`src/rtl/branch_resolve_unit.sv`:
```
// Two-stage branch execution unit: S1 captures issued branches, S2 holds the resolved
// completion packet. Predictor training pulses when S2 retires on the CDB.
module branch_resolve_unit #(
    parameter int XLEN = 32,
    parameter int TAGW = 5
) (
    input  logic            clock,
    input  logic            reset,
    input  logic            squash,
    input  logic            issue_valid,
    output logic            issue_ready,
    input  logic [XLEN-1:0] issue_pc,
    input  logic [XLEN-1:0] issue_rs1,
    input  logic [XLEN-1:0] issue_rs2,
    input  logic [XLEN-1:0] issue_imm,
    input  logic [1:0]      issue_kind,
    input  logic [2:0]      issue_funct3,
    input  logic            issue_pred_taken,
    input  logic [XLEN-1:0] issue_pred_pc,
    input  logic [TAGW-1:0] issue_tag,
    output logic            complete_valid,
    input  logic            complete_ack,
    output logic [TAGW-1:0] complete_tag,
    output logic [XLEN-1:0] complete_result,
    output logic            complete_mispredict,
    output logic [XLEN-1:0] complete_next_pc,
    output logic            update_EN,
    output logic [XLEN-1:0] update_pc,
    output logic            update_direction,
    output logic [XLEN-1:0] update_target
);
    localparam logic [1:0] KIND_COND = 2'b00;
    localparam logic [1:0] KIND_JAL  = 2'b01;
    localparam logic [1:0] KIND_JALR = 2'b10;

    logic            s1_valid;
    logic [XLEN-1:0] s1_pc, s1_rs1, s1_rs2, s1_imm, s1_pred_pc;
    logic [1:0]      s1_kind;
    logic [2:0]      s1_funct3;
    logic            s1_pred_taken;
    logic [TAGW-1:0] s1_tag;

    logic            s2_valid;
    logic [TAGW-1:0] s2_tag;
    logic [XLEN-1:0] s2_result, s2_next_pc, s2_pc, s2_target;
    logic            s2_mispredict, s2_taken;

    logic            retire, advance, accept;
    logic [XLEN-1:0] r_target, r_result, r_next_pc, pc_plus4, jalr_sum;
    logic            r_taken, r_mispredict;

    assign retire      = s2_valid && complete_ack;
    assign advance     = !s2_valid || retire;
    assign issue_ready = !s1_valid || advance;
    assign accept      = issue_valid && issue_ready;

    assign pc_plus4 = s1_pc + XLEN'(4);
    assign jalr_sum = s1_rs1 + s1_imm;

    always_comb begin
        r_target = s1_pc + s1_imm;
        r_taken  = 1'b0;
        r_result = '0;
        case (s1_kind)
            KIND_JAL: begin
                r_taken  = 1'b1;
                r_result = pc_plus4;
            end
            KIND_JALR: begin
                r_target = {jalr_sum[XLEN-1:1], 1'b0};
                r_taken  = 1'b1;
                r_result = pc_plus4;
            end
            KIND_COND: begin
                case (s1_funct3)
                    3'b000:  r_taken = (s1_rs1 == s1_rs2);
                    3'b001:  r_taken = (s1_rs1 != s1_rs2);
                    3'b100:  r_taken = ($signed(s1_rs1) <  $signed(s1_rs2));
                    3'b101:  r_taken = ($signed(s1_rs1) >= $signed(s1_rs2));
                    3'b110:  r_taken = (s1_rs1 <  s1_rs2);
                    3'b111:  r_taken = (s1_rs1 >= s1_rs2);
                    default: r_taken = 1'b0;
                endcase
            end
            default: r_taken = 1'b0;  // illegal kind resolves as a never-taken branch
        endcase
        r_next_pc    = r_taken ? r_target : pc_plus4;
        r_mispredict = (r_taken != s1_pred_taken) ||
                       (r_taken && s1_pred_taken && (r_target != s1_pred_pc));
    end

    always_ff @(posedge clock) begin
        if (reset) begin
            s1_valid      <= 1'b0;
            s1_pc         <= '0;
            s1_rs1        <= '0;
            s1_rs2        <= '0;
            s1_imm        <= '0;
            s1_kind       <= '0;
            s1_funct3     <= '0;
            s1_pred_taken <= 1'b0;
            s1_pred_pc    <= '0;
            s1_tag        <= '0;
            s2_valid      <= 1'b0;
            s2_tag        <= '0;
            s2_result     <= '0;
            s2_mispredict <= 1'b0;
            s2_next_pc    <= '0;
            s2_pc         <= '0;
            s2_taken      <= 1'b0;
            s2_target     <= '0;
        end else if (squash) begin
            s1_valid <= 1'b0;
            s2_valid <= 1'b0;
        end else begin
            if (advance) begin
                s2_valid <= s1_valid;
                if (s1_valid) begin
                    s2_tag        <= s1_tag;
                    s2_result     <= r_result;
                    s2_mispredict <= r_mispredict;
                    s2_next_pc    <= r_next_pc;
                    s2_pc         <= s1_pc;
                    s2_taken      <= r_taken;
                    s2_target     <= r_target;
                end
            end
            if (accept) begin
                s1_valid      <= 1'b1;
                s1_pc         <= issue_pc;
                s1_rs1        <= issue_rs1;
                s1_rs2        <= issue_rs2;
                s1_imm        <= issue_imm;
                s1_kind       <= issue_kind;
                s1_funct3     <= issue_funct3;
                s1_pred_taken <= issue_pred_taken;
                s1_pred_pc    <= issue_pred_pc;
                s1_tag        <= issue_tag;
            end else if (advance) begin
                s1_valid <= 1'b0;
            end
        end
    end

    assign complete_valid      = s2_valid;
    assign complete_tag        = s2_tag;
    assign complete_result     = s2_result;
    assign complete_mispredict = s2_mispredict;
    assign complete_next_pc    = s2_next_pc;

    assign update_EN        = retire && !squash && !reset;
    assign update_pc        = update_EN ? s2_pc     : '0;
    assign update_direction = update_EN ? s2_taken  : 1'b0;
    assign update_target    = update_EN ? s2_target : '0;
endmodule

```
`config.mk`:
```
export PLATFORM = sky130hd
export DESIGN_NAME = branch_resolve_unit
export DESIGN_NICKNAME = d
export VERILOG_FILES = /design/src/rtl/branch_resolve_unit.sv
export SDC_FILE = /design/constraint.sdc
export NUM_CORES = 1
export LEC_CHECK = 0
export CORE_MARGIN = 10
export CORE_UTILIZATION = 39
export DETAILED_ROUTE_END_ITERATION = 10
export HOLD_SLACK_MARGIN = 0.03
export PLACE_DENSITY = 0.68
export SLEW_MARGIN = 15
export SYNTH_ARGS = -nofsm -noshare
export SYNTH_HDL_FRONTEND = slang
export SYNTH_SLANG_ARGS = --single-unit
```
`constraint.sdc`:
```
create_clock -name clock -period 14.6 [get_ports clock]
set_clock_uncertainty 0.2 [all_clocks]
set_input_delay 2.92 -clock clock [delete_from_list [all_inputs] [get_ports clock]]
set_output_delay 2.92 -clock clock [all_outputs]
set_load 0.01 [all_outputs]
```
# Yosys cells after proc, flatten, opt, wreduce, memory -nomap -nowiden
# Index checks and enable logic that the tools add are counted.
[op_classes]
mul = 0
reduce_logical = 20
muxes = 10
n_bitwise = 1
eq_ne = 11
order_cmp = 4
addsub = 3
shifts = 0
div_mod_pow = 0
[op_table]
columns = ["cell", "n"]
rows = [
  ["2-to-1 mux 32 bit", 5],
  ["adder 32 bit", 2],
  ["greater-or-equal comparator 32 bit", 2],
  ["< comparator 32 bit", 2],
  ["inequality test 32 bit", 2],
  ["adder 32 x 3 -> 32 bit, second input constant", 1],
  ["equality test 32 bit", 1],
  ["equality test 3 bit, second input constant", 4],
  ["logical AND 1 bit", 6],
  ["one-hot mux 1 bit (6 select lines)", 1],
  ["logical NOT 1 bit", 4],
  ["OR reduction 2 bit", 2],
  ["equality test 3 x 1 -> 1 bit, second input constant", 1],
  ["logical NOT 3 bit", 1],
  ["logical OR 1 bit", 3],
  ["2-to-1 mux 1 bit", 3],
  ["AND reduction 3 bit", 1],
  ["equality test 2 x 1 -> 1 bit, second input constant", 1],
  ["equality test 2 bit, second input constant", 1],
  ["logical NOT 2 bit", 1],
  ["one-hot mux 1 bit (2 select lines)", 1],
  ["AND reduction 2 bit", 1],
  ["nonzero test 2 bit", 1],
  ["inequality test 1 bit", 1],
  ["NOT 1 bit", 1],
]
[totals]
latchBits = 0
ramBits = 0
output_inout_bits = 138
word_cells = 67
mem_count = 0
rom_bits = 0
regBits = 308

# Depth between registers and ports, before layout
[depth]
depth_word = 6
mapped_depth = 25

# Least setup slack after synthesis
# OpenSTA, ideal clock, no wires.
[synth_timing]
path_kind = "input to output"
start = "input reset"
end = "output update_pc[13]"
t_required_ns = 11.480
arrival_ns = 3.972
path_stages = 5
path_slack_ns = 7.508
path_cell_list = "clkbuf_1 nor3_1 buf_1 clkbuf_1 and2_1"
[synth_via]
elab_chain_cells = 3
[synth_lines]
columns = ["element", "line_no", "text"]
rows = [
  ["from (decl)", "8", "input logic reset,"],
  ["logical NOT 1 bit", "151", "assign update_EN = retire && !squash && !reset;"],
  ["logical AND 1 bit", "151", ""],
  ["2-to-1 mux 32 bit", "152", "assign update_pc = update_EN ? s2_pc : '0;"],
  ["to (decl)", "28", "output logic [XLEN-1:0] update_pc,"],
]
# No other way between the ends.

# Worst setup path in the final report
[layout_timing]
start = "input squash"
end = "output update_target[31]"
[layout_via]
elab_chain_cells = 4
[layout_lines]
columns = ["element", "line_no", "text"]
rows = [
  ["from (decl)", "9", "input logic squash,"],
  ["logical NOT 1 bit", "151", ""],
  ["logical AND 1 bit (2 in series)", "151", ""],
  ["2-to-1 mux 32 bit", "154", "assign update_target = update_EN ? s2_target : '0;"],
  ["to (decl)", "30", "output logic [XLEN-1:0] update_target"],
]
# No other way between the ends.

==> results.json <==
{
  "status": "finished, final reports clean",
  "rows": 77,
  "die_y_um": 232.1,
  "r2r_slack_ns": 8.16,
  "worst_pin_slew_ns": 1.169,
  "drt_iter0_markers": 1621,
  "hold_viol": 0,
  "crit_chain": "clkdlybuf4s50_1 -> nor3_2 -> buf_4 -> and2_1 -> clkdlybuf4s50_1",
  "cp.depth": 5,
  "core_area_um2": 44320,
  "first_global_vias": 16685,
  "syn_area_um2": 17540,
  "viasPerCell": 5.600,
  "die_x_um": 232.1,
  "synth_warnings": 0,
  "cts_buffers": 35,
  "critPathBufInv": 3,
  "ir_worst_vdd_v": 0.00005700,
  "required_ns": 11.48,
  "cellLeakagePower_nw": 8.180,
  "timing.hold.ws_ns": 0.2521,
  "ys_ff_latch": 308,
  "h-tree-depth": 2,
  "layout_common_cells": "nand2_1, clkdlybuf4s50_1, dfxtp_1",
  "cts-hold-fix-buffers": 0,
  "r2r-end": "complete_mispredict$_SDFFE_PP0P_",
  "drtAntennaViolNets": 0,
  "period_minus_slack_ns": 8.008,
  "synthFlopType": "dfxtp_1",
  "synth_area_per_cell_um2": 7.681,
  "cp-start-kind": "primary input",
  "worst-path-max-fanout": 66,
  "port_buffers": 313,
  "clockBufferDepth": 3,
  "cts.clk_slew.worst_paths_ns": 0.05,
  "vias": 17432,
  "crit_path_end_kind": "output port",
  "p_per_area_nw_per_um2": 93.69,
  "synthDistinctLibCells": 82,
  "rsz0062_at_grt": "false",
  "dieArea_um2": 53870,
  "io_pins": 314,
  "fill_cells": 4341,
  "crit_arrival_ns": 4.89,
  "path_class": "primary input to output port",
  "ys_seq_area_share_pct": 35.14,
  "postCtsSetupBuffers": 0,
  "async_flop_share_pct": 0,
  "drv_slew": 0,
  "setup_viol": 0,
  "cts_resized": 0,
  "synth_area_leaders": "dfxtp_1, nand2_1, a21oi_1",
  "max_slew_margin_pct": 22.06,
  "drv_cap": 0,
  "finalCritPeriodShare_pct": 54.85,
  "power_mw": 2.068,
  "utilization_pct": 49.81,
  "postLayoutCellArea_um2": 22070,
  "place.gp.congestion": 0.9838,
  "wl_per_cell_um": 20.62,
  "cts_tree": "built",
  "synth_cells": 2284,
  "synth_nets": 2560,
  "area_growth_pct": 25.82,
  "grt_pass1_wl_mm": 96.78,
  "critPathSlowestCell": "clkdlybuf4s50_1",
  "layout-drive-gt1-share_pct": 4.365,
  "cp_top_family": "buffers and inverters",
  "netlist.area_leader.share_pct": 35.14,
  "grtUsageTotal_pct": 22.70,
  "clockRootBuffer": "clkbuf_16",
  "reg2reg_from": "s1_rs2[9]$_SDFFE_PP0P_",
  "cts.sinks": 308,
  "drt_wl_total_mm": 64.20,
  "fmax_ghz": 0.1249,
  "yosysTopAreaCell": "dfxtp_1",
  "grt_overflow_total": 0,
  "clock_latency_ns": 0.55,
  "hold_path_class": "flop to flop",
  "grt_max_degree": 124,
  "final_common_cell": "nand2_1",
  "crit_top_cell": "clkdlybuf4s50_1",
  "initial_core_util_pct": 39.59,
  "synth-edff-count": 0,
  "cp-startpoint": "squash",
  "tns_ns": 0,
  "nNetsFinal": 2776,
  "place.detailed.hpwl_mm": 48.86,
  "drc": 0,
  "place_area_um2": 20990,
  "cp_slowest_stage_delay_ns": 0.55,
  "antenna_found_initial": 1,
  "first_pass_iters": 5,
  "worstSetupEndpoint": "update_target[31]",
  "r2r_cells": 24
}
-- flip-flops by register name, summed over array words and instances (netlist names) --
register	cells
s1_valid	1
complete_tag	5
s1_rs2	32
complete_result	32
s1_funct3	3
complete_next_pc	32
s1_kind	2
s1_rs1	32
s1_imm	32
s1_pc	32
s1_tag	5
complete_mispredict	1
s1_pred_taken	1
s2_pc	32
complete_valid	1
s1_pred_pc	32
s2_target	32
s2_taken	1
-- per-stage QoR --
stage / worst slack [ns] / std cells
after detailed placement: 6.572 / 3055
after global routing: 6.441 / 3112
after CTS: 6.561 / 3112
after floorplan: 7.508 / 2284
after global placement: 6.686 / 3055
final: 6.592 / 3113
-- per-layer routing --
layer	global-route usage, %	vias up	routed length [um]
met4	5.146	0	1175
met2	35.59	680	28160
met3	4.764	86	5003
met5	0	-	0
li1	-	8419	-
met1	31.30	8247	29870
-- final cells by class --
type                       count  area (um2)  area share, %
timing repair buffer         328        3251          14.73
antenna                        1       2.502        0.01134
tap                          592       740.7          3.356
clock inverter                 9       98.84         0.4478
multi-input combinational   1775       10640          48.18
clock buffer                  48       984.7          4.461
sequential                   308        6166          27.93
inverter                      52       195.2         0.8843
-- where the power goes --
group          leakage (nW)  switching (mW)  internal (mW)
combinational          5.14           0.183          0.137
sequential             2.50          0.0342          0.868
clock                 0.531           0.357          0.490
total                  8.18           0.573           1.49
-- Yosys cell counts (all sizes together) (8+ instances only) --
| cell type | number |
|---|---|
| mux2i | 25 |
| and3 | 21 |
| nand3b | 30 |
| a21o | 28 |
| o21ai | 53 |
| a21oi | 299 |
| and2 | 76 |
| a31oi | 11 |
| nand2b | 9 |
| nor3 | 25 |
| a211oi | 39 |
| nand3 | 48 |
| nor3b | 10 |
| dfxtp | 308 |
| o211ai | 16 |
| nor2b | 16 |
| o311ai | 26 |
| buf | 30 |
| o21a | 11 |
| nand2 | 525 |
| ha | 98 |
| a31o | 8 |
| nor2 | 125 |
| xor2 | 34 |
| a22oi | 29 |
| nand4 | 27 |
| inv | 52 |
| xnor2 | 63 |
| or3 | 12 |
| clkbuf | 119 |
-- cells by family after synthesis --
family | share of synthesized area (%)
adders and majority gates | 7.217
buffers and inverters | 4.422
and+or+nand+nor | 25.25
AOI/OAI and AO/OA | 20.80
muxes | 1.811
xor gates and xnor gates | 5.356
DFF | 35.14
-- worst register-to-register path: stages (launching register included) --
cell and delay [ns]:
dfxtp_1 0.33, inv_1 0.05, ha_1 0.28, a21o_1 0.18, a21o_1 0.17, a21oi_1 0.14, o21ai_0 0.13, a2111oi_0 0.71
o211ai_1 0.22, mux2i_1 0.21, mux2_2 0.39, o22ai_4 0.11, buf_4 0.54, inv_1 0.14, ha_1 0.36, a41o_1 0.22
nor3_1 0.22, o2111ai_1 0.16, nor4_1 0.20, o2111a_1 0.22, nand4_1 0.10, nor4_1 0.30, nand4_1 0.24, nor4b_2 0.39
nor3_1 0.08
-- worst min path at each step --
stage / start / end / slack (ns) / depth (start not counted)
floorplan: s2_pc[0]$_SDFFE_PP0P_ / s2_pc[0]$_SDFFE_PP0P_ / 0.23 / 2
global placement: s1_tag[2]$_SDFFE_PP0P_ / complete_tag[2]$_SDFFE_PP0P_ / 0.24 / 2
detailed placement: s2_pc[2]$_SDFFE_PP0P_ / s2_pc[2]$_SDFFE_PP0P_ / 0.25 / 2
CTS: s2_pc[2]$_SDFFE_PP0P_ / s2_pc[2]$_SDFFE_PP0P_ / 0.25 / 2
global route: s1_rs2[24]$_SDFFE_PP0P_ / s1_rs2[24]$_SDFFE_PP0P_ / 0.27 / 2
finish: s2_pc[11]$_SDFFE_PP0P_ / s2_pc[11]$_SDFFE_PP0P_ / 0.25 / 2
Power figures use the tool's default switching activity.
